[config.mk]
export PLATFORM = sky130hd
export DESIGN_NAME = instr_fetch_unit
export DESIGN_NICKNAME = d
export VERILOG_FILES = /design/src/rtl/instr_fetch_unit.sv
export SDC_FILE = /design/constraint.sdc
export NUM_CORES = 1
export LEC_CHECK = 0
export ABC_AREA = 0
export CAP_MARGIN = 20
export CORE_ASPECT_RATIO = 1.2
export CORE_MARGIN = 3
export CORE_UTILIZATION = 36
export CTS_BUF_LIST = sky130_fd_sc_hd__clkbuf_8
export CTS_CLUSTER_DIAMETER = 150
export DETAILED_ROUTE_END_ITERATION = 6
export PLACE_DENSITY = 0.8
export RECOVER_POWER = 25
export SYNTH_ARGS = -nofsm -noshare
export SYNTH_HDL_FRONTEND = slang
export SYNTH_SLANG_ARGS = --single-unit
[constraint.sdc]
create_clock -name clk -period 2.46 [get_ports clk]
set_clock_uncertainty 0.15 [all_clocks]
set_input_delay 0.492 -clock clk [delete_from_list [all_inputs] [get_ports clk]]
set_output_delay 0.492 -clock clk [all_outputs]
set_load 0.05 [all_outputs]
[src/rtl/instr_fetch_unit.sv]
// Fetch stage: reads opcode (+CB byte, +0..2 immediate bytes) at pc, requesting one pc_inc per consumed byte.
// Latency: one cycle per byte then a one-cycle instr_valid pulse; mem_ready=0 or cpu_en=0 stalls in place.
// Optional FETCH_ILLEGAL_TRAP_EN: traps the unused opcodes into a sticky illegal flag.
module instr_fetch_unit #(
  parameter logic [7:0] RESET_OPCODE = 8'h00
) (
  input  logic        clk,
  input  logic        reset,
  input  logic        cpu_en,
  input  logic [15:0] pc,
  output logic        pc_inc,
  input  logic        fetch_start,
  input  logic        halt_bug,
  output logic        busy,
  output logic [15:0] mem_addr,
  output logic        mem_rd,
  input  logic        mem_ready,
  input  logic [7:0]  mem_rdata,
  output logic [7:0]  opcode,
  output logic        cb,
  output logic [15:0] imm,
  output logic [1:0]  imm_len,
  output logic        instr_valid,
  output logic        illegal
);

  typedef enum logic [2:0] {
    S_IDLE, S_OP, S_CB_OP, S_IMM_LO, S_IMM_HI, S_DONE
  } state_t;

  state_t      state_q, state_d;
  logic [7:0]  opcode_q, opcode_d;
  logic        cb_q, cb_d;
  logic [15:0] imm_q, imm_d;
  logic [1:0]  imm_len_q, imm_len_d;
  logic        hb_q, hb_d;
  logic        illegal_q, illegal_d;
  logic        rd_state;

  function automatic logic [1:0] imm_bytes(input logic [7:0] op);
    case (op)
      8'h06, 8'h0E, 8'h10, 8'h16, 8'h18, 8'h1E, 8'h20, 8'h26, 8'h28,
      8'h2E, 8'h30, 8'h36, 8'h38, 8'h3E, 8'hC6, 8'hCE, 8'hD6, 8'hDE,
      8'hE0, 8'hE6, 8'hE8, 8'hEE, 8'hF0, 8'hF6, 8'hF8, 8'hFE: imm_bytes = 2'd1;
      8'h01, 8'h08, 8'h11, 8'h21, 8'h31, 8'hC2, 8'hC3, 8'hC4, 8'hCA,
      8'hCC, 8'hCD, 8'hD2, 8'hD4, 8'hDA, 8'hDC, 8'hEA, 8'hFA:       imm_bytes = 2'd2;
      default:                                                       imm_bytes = 2'd0;
    endcase
  endfunction

`ifdef FETCH_ILLEGAL_TRAP_EN
  function automatic logic is_illegal(input logic [7:0] op);
    case (op)
      8'hD3, 8'hDB, 8'hDD, 8'hE3, 8'hE4, 8'hEB,
      8'hEC, 8'hED, 8'hF4, 8'hFC, 8'hFD: is_illegal = 1'b1;
      default:                           is_illegal = 1'b0;
    endcase
  endfunction
`endif

  always_ff @(posedge clk) begin
    if (reset) begin
      state_q   <= S_IDLE;
      opcode_q  <= RESET_OPCODE;
      cb_q      <= 1'b0;
      imm_q     <= 16'h0000;
      imm_len_q <= 2'd0;
      hb_q      <= 1'b0;
      illegal_q <= 1'b0;
    end else if (cpu_en) begin
      state_q   <= state_d;
      opcode_q  <= opcode_d;
      cb_q      <= cb_d;
      imm_q     <= imm_d;
      imm_len_q <= imm_len_d;
      hb_q      <= hb_d;
      illegal_q <= illegal_d;
    end
  end

  always_comb begin
    state_d   = state_q;
    opcode_d  = opcode_q;
    cb_d      = cb_q;
    imm_d     = imm_q;
    imm_len_d = imm_len_q;
    hb_d      = hb_q;
    illegal_d = illegal_q;
    case (state_q)
      S_IDLE, S_DONE: begin
        state_d = S_IDLE;
        if (fetch_start && !illegal_q) begin
          state_d   = S_OP;
          cb_d      = 1'b0;
          imm_d     = 16'h0000;
          imm_len_d = 2'd0;
        end
      end
      S_OP: if (mem_ready) begin
        opcode_d = mem_rdata;
        hb_d     = 1'b0;
        if (mem_rdata == 8'hCB) begin
          state_d = S_CB_OP;
          cb_d    = 1'b1;
        end else if (imm_bytes(mem_rdata) != 2'd0) begin
          state_d   = S_IMM_LO;
          imm_len_d = imm_bytes(mem_rdata);
        end else begin
          state_d = S_DONE;
`ifdef FETCH_ILLEGAL_TRAP_EN
          if (is_illegal(mem_rdata)) illegal_d = 1'b1;
`endif
        end
      end
      S_CB_OP: if (mem_ready) begin
        opcode_d = mem_rdata;
        state_d  = S_DONE;
      end
      S_IMM_LO: if (mem_ready) begin
        imm_d[7:0] = mem_rdata;
        state_d    = (imm_len_q == 2'd2) ? S_IMM_HI : S_DONE;
      end
      S_IMM_HI: if (mem_ready) begin
        imm_d[15:8] = mem_rdata;
        state_d     = S_DONE;
      end
      default: state_d = S_IDLE;
    endcase
    // A halt_bug arriving alongside the OP byte still arms the following fetch.
    if (halt_bug) hb_d = 1'b1;
  end

  always_comb begin
    rd_state    = (state_q == S_OP) || (state_q == S_CB_OP) ||
                  (state_q == S_IMM_LO) || (state_q == S_IMM_HI);
    mem_rd      = rd_state;
    mem_addr    = pc;
    busy        = (state_q != S_IDLE);
    pc_inc      = !reset && cpu_en && mem_ready && rd_state &&
                  !((state_q == S_OP) && hb_q);
    instr_valid = !reset && cpu_en && (state_q == S_DONE);
    opcode      = opcode_q;
    cb          = cb_q;
    imm         = imm_q;
    imm_len     = imm_len_q;
    illegal     = illegal_q;
  end

endmodule

# Yosys cells after proc, flatten, opt, wreduce, memory -nomap -nowiden
# Index checks and enable logic that the tools add are counted.
[word_totals]
ff_bits = 31
latch_bits = 0
ramBits = 0
romBits = 0
output_inout_bits = 48
wordCells = 124
n_memories = 0
[op_classes]
n_addsub = 0
mul = 0
n_div = 0
order_cmp = 0
eq_ne = 58
shifts = 0
n_mux = 28
bitwise = 0
n_reduce_logical = 31
[ops]
columns = ["cell", "count"]
rows = [
  ["== test 8 bit (second input constant)", 25],
  ["== test 8 x 6 -> 1 bit (second input constant)", 10],
  ["== test 8 x 5 -> 1 bit (second input constant)", 5],
  ["one-hot mux 8 bit (2 select lines)", 2],
  ["OR reduction 26 bit", 1],
  ["OR reduction 17 bit", 1],
  ["== test 8 x 4 -> 1 bit (second input constant)", 2],
  ["2-to-1 mux 16 bit", 1],
  ["2-to-1 mux 3 bit", 5],
  ["2-to-1 mux 2 bit", 7],
  ["inequality test 2 bit (second input constant)", 7],
  ["one-hot mux 3 bit (4 select lines)", 1],
  ["AND reduction 4 bit", 3],
  ["nonzero test 2 bit", 6],
  ["== test 8 x 1 -> 1 bit (second input constant)", 1],
  ["== test 8 x 3 -> 1 bit (second input constant)", 1],
  ["2-to-1 mux 1 bit", 8],
  ["2-to-1 mux 8 bit", 1],
  ["one-hot mux 2 bit (2 select lines)", 2],
  ["== test 3 x 2 -> 1 bit (second input constant)", 2],
  ["== test 3 bit (second input constant)", 2],
  ["logical AND 1 bit", 6],
  ["AND reduction 3 bit", 2],
  ["AND reduction 6 bit", 1],
  ["other kinds (10)", 15],
]

# Longest topological paths before layout
# Gate-level depths: netlist (run 1).
[depth]
word_depth = 11
ltp_mapped = 8

# Worst setup path after synthesis (run 1)
# No wires, ideal clock.
[synth_path]
kind = "flip-flop to output port"
start = "register state_q[1]"
end = "output port pc_inc"
arrival_ns = 3.491
required_ns = 1.818
slack_ns = -1.673
stages_incl_launch_ff = 5
path_cell_list = "dfxtp_1 > clkbuf_1 > or3_1 > nand2_1 > a2111oi_0"
[synth_via]
elab_chain_len = 6
[synth_rtl]
columns = ["element", "line", "rtl"]
rows = [
  ["start: declaration", "31", "state_t state_q, state_d;"],
  ["start signal: assignment", "71", "state_q <= state_d;"],
  ["== test 3 x 1 -> 1 bit or == test 3 x 2 -> 1 bit (tied branches)", "134, 140", ""],
  ["logical OR 1 bit (2 in a row)", "134", "rd_state = (state_q == S_OP) || (state_q == S_CB_OP) ||"],
  ["logical OR 1 bit", "135", "(state_q == S_IMM_LO) || (state_q == S_IMM_HI);"],
  ["logical AND 1 bit", "139", "pc_inc = !reset && cpu_en && mem_ready && rd_state &&"],
  ["logical AND 1 bit (*)", "139", ""],
  ["end: declaration", "11", "output logic pc_inc,"],
]
# Every way passes the cells marked *; elsewhere a longest branch is shown, timed or not.

# Worst setup path in the final report (run 1)
[layout_path]
start = "input port cpu_en"
end = "output port pc_inc"
[layout_via]
elab_chain_len = 4
[layout_rtl]
columns = ["element", "line", "rtl"]
rows = [
  ["start: declaration", "9", "input logic cpu_en,"],
  ["logical AND 1 bit (4 in a row)", "139", ""],
]
# Every way passes these cells.

==> results.yml, run 1 <==
clock_network:
  hold_buffers: 0
  cts_setup_buffers: 0
  clk_latency_ns: 0.28
  tritoncts: "built"
  htree_levels: 2
  root_buffer: "clkbuf_8"
  clockBufferDepth: 2
  clk_pin_slew_ns: 0.06
  ctsResizeCount: 0
  clock_sinks: 31
  cts_made_buffers: 5
cells_and_area:
  area_delta_synth_final_pct: 33.83
  fin_area_um2: 2346
  diodes: 0
  drive_gt1_frac: 0.1634
  num-nets-final: 288
  fin_util: 0.5032
worst_setup_path:
  arrival_ns: 1.76
  critPathBufInv: 2
  path_class: "in2out"
  critPathTopFamily: "buffers and inverters"
  cp_max_fo: 4
  r2r_cells: 5
  critPathMaxStageDelay_ns: 0.54
  path_cells: "clkdlybuf4s50_1, nand2_1, a2111oi_4, buf_12"
  worst_path_max_delay_cell: "clkdlybuf4s50_1"
  worstSetupPathDepth: 4
  crit_required_ns: 1.82
  critPathLaunchType: "input pin"
  end_kind: "output port"
global_routing:
  grt_start_max_net_pins: 18
  grt_pass1_wl_mm: 7.521
  grt_antenna_before_repair: 0
  overflow: 0
  track_usage: 0.1665
  grt_pass1_vias: 1600
timing:
  worst_pin_slew_ns: 0.5331
  finalCriticalPeriod_ns: 2.399
  hold_viol_final: 0
  fmax_mhz: 416.9
  final_max_slew_viol_count: 0
  hold_ws_ns: 0.3006
  relSlewSlack: 0.6422
  worst_slack_ns: 0.06123
  finalSetupTns_ns: 0
  min_period_over_period: 0.9751
  rsz0062_at_grt: "false"
  setup_violations: 0
detailed_routing:
  drt_wl_total_mm: 4.481
  wl_met2_mm: 2.149
  avgViaCountPerCell: 5.159
  wl_per_cell_um: 14.23
  drc: 0
  drt_iter0_drc: 80
  wl_met3_um: 276
  dr.pass1.iters: 4
  top_layer_used: "met4"
  ant_nets: 0
  vias: 1625
  drt-met1-wl_mm: 1.960
yosys:
  yosysUniqueCellTypes: 49
  synth.area.top_cells: "dfxtp_1 (35%), buf_4 (8.1%), mux2i_1 (5.7%), nor2_1 (5.6%), nand2_1 (4.5%)"
  async_flop_share: 0
  synth-main-ff-cell: "dfxtp_1"
  syn_area_per_cell_um2: 8.041
  synthSimpleGateAreaFrac: 0.2562
  synth_top_area_cell: "dfxtp_1"
  synth-compound-area-share: 0.1806
  netlist_instances: 218
  ys_seq_area_frac: 0.3540
  syn_area_um2: 1753
  syn-num-nets: 248
  yosysTopAreaCellShare: 0.3540
  synth_top_family_by_area: "simple AND/OR/NAND/NOR gates"
  muxShareOfSynthArea: 0.05710
  ys_ff_latch: 31
  ys_warn_count: 0
  synth-xor-area-share: 0.01499
  synth_edf_count: 0
  synthAdderAreaFrac: 0
placement:
  port_buffers: 44
  pre_cts_ws_ns: -0.2149
  place_area_um2: 2260
  hpwl_mm: 3.360
  routabilityCongestion: 0.8445
outcome:
  status: "finished clean"
floorplanning:
  start_util: 0.3760
  die_h_um: 82.44
  ios: 78
  dieWidth_um: 69.70
  coreArea_um2: 4662
  rows: 27
  dieArea_um2: 5746
hold_path:
  hp-class: "reg2reg"
  whs_path_depth: 2
power:
  vdd_drop_max_uv: 413.3
  p_leak_nw: 0.8426
  p_per_area_nw_per_um2: 514.5
job:
  maxCapViolCount: 0
-- layer usage --
metal,track usage,vias up
met4,0.08621,0
met3,0.04964,7
li1,-,829
met2,0.2777,45
met1,0.1960,744
met5,0,-
-- metrics by stage --
stage	std cells	power, W
4_1_cts	315	0.001217
6_report	315	0.001207
2_1_floorplan	218	0.0008259
5_1_grt	315	0.001277
3_3_place_gp	309	0.0008585
3_5_place_dp	309	0.0008639
-- cells in the final DEF, fill, tap and decap left out, drive strengths merged, types with 2 or more instances in the layout --
cell,Yosys,final
clkdlybuf4s50,0,39
dfxtp,31,31
buf,24,27
nor2,26,26
nand2,21,21
a21oi,15,15
nand3,12,12
mux2i,10,10
nor3,9,9
a22oi,8,8
o21ai,7,7
inv,5,6
clkbuf,10,5
xnor2,3,3
nand2b,2,2
nor2b,2,2
o211ai,2,2
nand4,2,2
or4,2,2
o31a,2,2
a2111oi,2,2
nor4b,2,2
nand4b,2,2
-- final cells by class --
type                    count  area (um2)
clock inverters             1       3.754
flip-flops and latches     31       620.6
fillers                   440        2316
repair buffers             67       628.1
inverters                   5       18.77
multi-input cells         148       933.4
well taps                  58       72.57
clock buffers               5       68.82
-- path summary, 6_finish.rpt --
| kind | from | endpoint | slack [ns] |
|---|---|---|---|
| worst max-delay path | cpu_en | pc_inc | 0.06 |
| worst min-delay path | imm[13] | imm[13] | 0.30 |
| worst max register to register | state_q[1] | state_q[2] | 0.41 |
| worst min register to register | imm[13] | imm[13] | 0.30 |
-- synth_stat cells (3+ instances only) --
cell and number:
o21ai_1 3, o21ai_0 4, nor3_1 8, inv_1 5, xnor2_1 3, nand3_1 12
nand2_1 21, mux2i_1 10, clkbuf_1 10, a21oi_1 14, buf_4 19, nor2_1 26
dfxtp_1 31, a22oi_1 8, buf_2 3
-- power breakdown --
group          leakage (nW)  switching [W]  total [W]  internal (W)
Sequential            0.250      0.0000152   0.000530      0.000515
Combinational         0.551       0.000197   0.000324      0.000127
Clock                0.0413       0.000169   0.000352      0.000184
Total                 0.843       0.000381    0.00121      0.000826
-- logic make-up after synthesis --
logic type,Yosys count
xor+xnor,3
other cells,1
buf+inv,39
mux,10
compound gates,46
flops,31
simple gates,88
-- flip-flops by register name, indices dropped and copies added (netlist names) --
name / count
hb_q: 1
opcode: 8
state_q: 3
imm_len: 2
cb: 1
imm: 16
-- worst register-to-register path, cell delays in order (launching register included) --
cell and delay (ns):
dfxtp_1 0.46, or3_1 0.39, nand2_1 0.15, o21ai_1 0.20
or4_1 0.46, o22ai_1 0.16
No activity file was read; power rests on OpenSTA's default activity.
==> run 2, diff against run 1 <==
GPL_ROUTABILITY_DRIVEN = 0   (was not set)
==> results of run 2 <==
The final DEF is identical to that of run 1; final timing and power are the same.
==> run 3, diff against run 2 <==
ABC_AREA = 1   (was 0)
PLACE_DENSITY = 0.78   (was 0.8)
SLEW_MARGIN = 40   (was not set)
==> results.yml, run 3 <==
power:
  p_per_area_nw_per_um2: 580.1
  vdd_drop_max_uv: 379.8
  p_leak_nw: 1.015
  power_w: 0.001414
global_routing:
  grt_antenna_before_repair: 0
  overflow: 0
  grt_pass1_vias: 1783
  grt_pass1_wl_mm: 8.004
  grt_start_max_net_pins: 20
  track_usage: 0.1618
detailed_routing:
  wl_per_cell_um: 12.80
  vias: 1883
  drt-met1-wl_mm: 2.075
  wl_met3_um: 360
  top_layer_used: "met4"
  avgViaCountPerCell: 4.929
  ant_nets: 0
  drc: 0
  wl_met2_mm: 2.402
  dr.pass1.iters: 4
  drt_iter0_drc: 134
  drt_wl_total_mm: 4.888
timing:
  worst_pin_slew_ns: 0.7605
  worst_slack_ns: 0.08457
  finalSetupTns_ns: 0
  relSlewSlack: 0.4911
  hold_viol_final: 0
  fmax_mhz: 421.0
  setup_violations: 0
  finalCriticalPeriod_ns: 2.375
  min_period_over_period: 0.9656
  final_max_slew_viol_count: 0
cells_and_area:
  multiInputGateArea_um2: 969.7
  area_delta_synth_final_pct: 30.65
  drive_gt1_frac: 0.1398
  largest_reg_flops: 16
  num-nets-final: 351
  num-fill-cells: 491
  diodes: 0
  layout_common_cells: "nand2_1 (71), clkdlybuf4s50_1 (41), nor2_1 (35)"
  register_area_um2: 624.3
  final_common_cell: "nand2_1"
worst_setup_path:
  crit_path_frequent_cell: "inv_1"
  critPathMaxStageDelay_ns: 0.39
  end_kind: "output port"
  path_class: "reg2out"
  worst_path_max_delay_cell: "dfxtp_4"
  critPathBufInv: 5
  critPathLaunchType: "flop"
  path_cells: "inv_2, nor3_2, inv_1, nand2_2, inv_1, nand2_2, inv_1, a2111oi_4, clkbuf_16"
  cp_max_fo: 4
  critPathTopFamily: "buffers and inverters"
  arrival_ns: 1.73
  crit_required_ns: 1.82
clock_network:
  root_buffer: "clkbuf_8"
  cts_made_buffers: 5
  clk_pin_slew_ns: 0.07
  clk_latency_ns: 0.28
  clock_sinks: 31
  tritoncts: "built"
  clockBufferDepth: 2
  htree_levels: 2
floorplanning:
  ios: 78
  dieWidth_um: 71.72
  dieArea_um2: 6085
  coreArea_um2: 4975
  start_util: 0.3750
  die_h_um: 84.86
  rows: 28
yosys:
  ys_warn_count: 0
  synth_top_cells_by_count: "nand2_1 (73), nor2_1 (34), dfxtp_1 (31)"
  syn-num-nets: 315
  synth.area.top_cells: "dfxtp_1 (33%), nand2_1 (15%), buf_4 (7.6%), a21oi_1 (7.2%), nor2_1 (6.8%)"
  netlist_instances: 285
  yosysTopAreaCellShare: 0.3327
  syn_area_per_cell_um2: 6.546
  synth_top_area_cell: "dfxtp_1"
  synth_edf_count: 0
  ys_seq_area_frac: 0.3327
  yosysUniqueCellTypes: 28
  async_flop_share: 0
  synth.most_common_cell: "nand2_1"
  ys_ff_latch: 31
  synth-main-ff-cell: "dfxtp_1"
  syn_area_um2: 1866
placement:
  port_buffers: 44
  pre_cts_ws_ns: 0.1104
  hpwl_mm: 3.636
job:
  maxCapViolCount: 0
hold_path:
  hp-class: "reg2reg"
outcome:
  status: "finished clean"
==> run 3: power by group <==
group,switching (W),internal (W),leakage [nW]
logic,0.000238,0.000124,0.702
registers,0.0000164,0.000521,0.252
clock network,0.000188,0.000327,0.0612
total,0.000442,0.000972,1.02
==> run 3: cell type report <==
class	count	area share
clock inverters	2	0.01437
inverters	30	0.04723
clock buffers	6	0.03388
well taps	60	0.03080
multi-input cells	201	0.3978
repair buffers	52	0.2197
flip-flops and latches	31	0.2562
==> run 3: timing repair <==
item                       CTS  global route
setup buffers                0             2
setup endpoints to repair    1             2
hold buffers                 0             0
gates resized for setup      1             6
pin swaps                    0             1
==> run 3: kinds of logic after synthesis <==
kind of cell / share of synthesized area
AO/OA/AOI/OAI: 0.1549
flip-flops: 0.3327
AND/OR/NAND/NOR: 0.3521
other: 0.002010
buffers and inverters: 0.1583
==> run 3: worst reg2reg max path: cells and delay by family, from the launching register on <==
kind	cells	cell delay, ns
simple gates	5	1.08
buf+inv	3	0.20
compound gates	1	0.17
flops	1	0.42
==> run 3: path summary, 6_finish.rpt <==
check / start / endpoint / slack [ns] / cells past startpoint
worst max-delay path: state_q[1] / pc_inc / 0.08 / 9
worst max register to register: state_q[2] / imm[8] / 0.36 / 9
worst min register to register: imm[5] / imm[5] / 0.31 / 2
worst min-delay path: imm[5] / imm[5] / 0.31 / 2
==> run 3: per-layer routing <==
metal  global-route usage  vias up
li1                     -      975
met1               0.2084      822
met2               0.2625       81
met3              0.04265        5
met4              0.05128        0
met5                    0        -
==> run 3: per-stage QoR <==
| step | utilization | hold slack (ns) | instance area (um2) | instances |
|---|---|---|---|---|
| 5_1_grt | 0.4899 | 0.3365 | 2437 | 382 |
| 3_3_place_gp | 0.4600 | 0.3050 | 2288 | 372 |
| 6_report | 0.4899 | 0.3110 | 2437 | 382 |
| 4_1_cts | 0.4839 | 0.3159 | 2407 | 380 |
| 3_5_place_dp | 0.4600 | 0.3041 | 2288 | 372 |
| 2_1_floorplan | - | 0.3393 | 1878 | 285 |
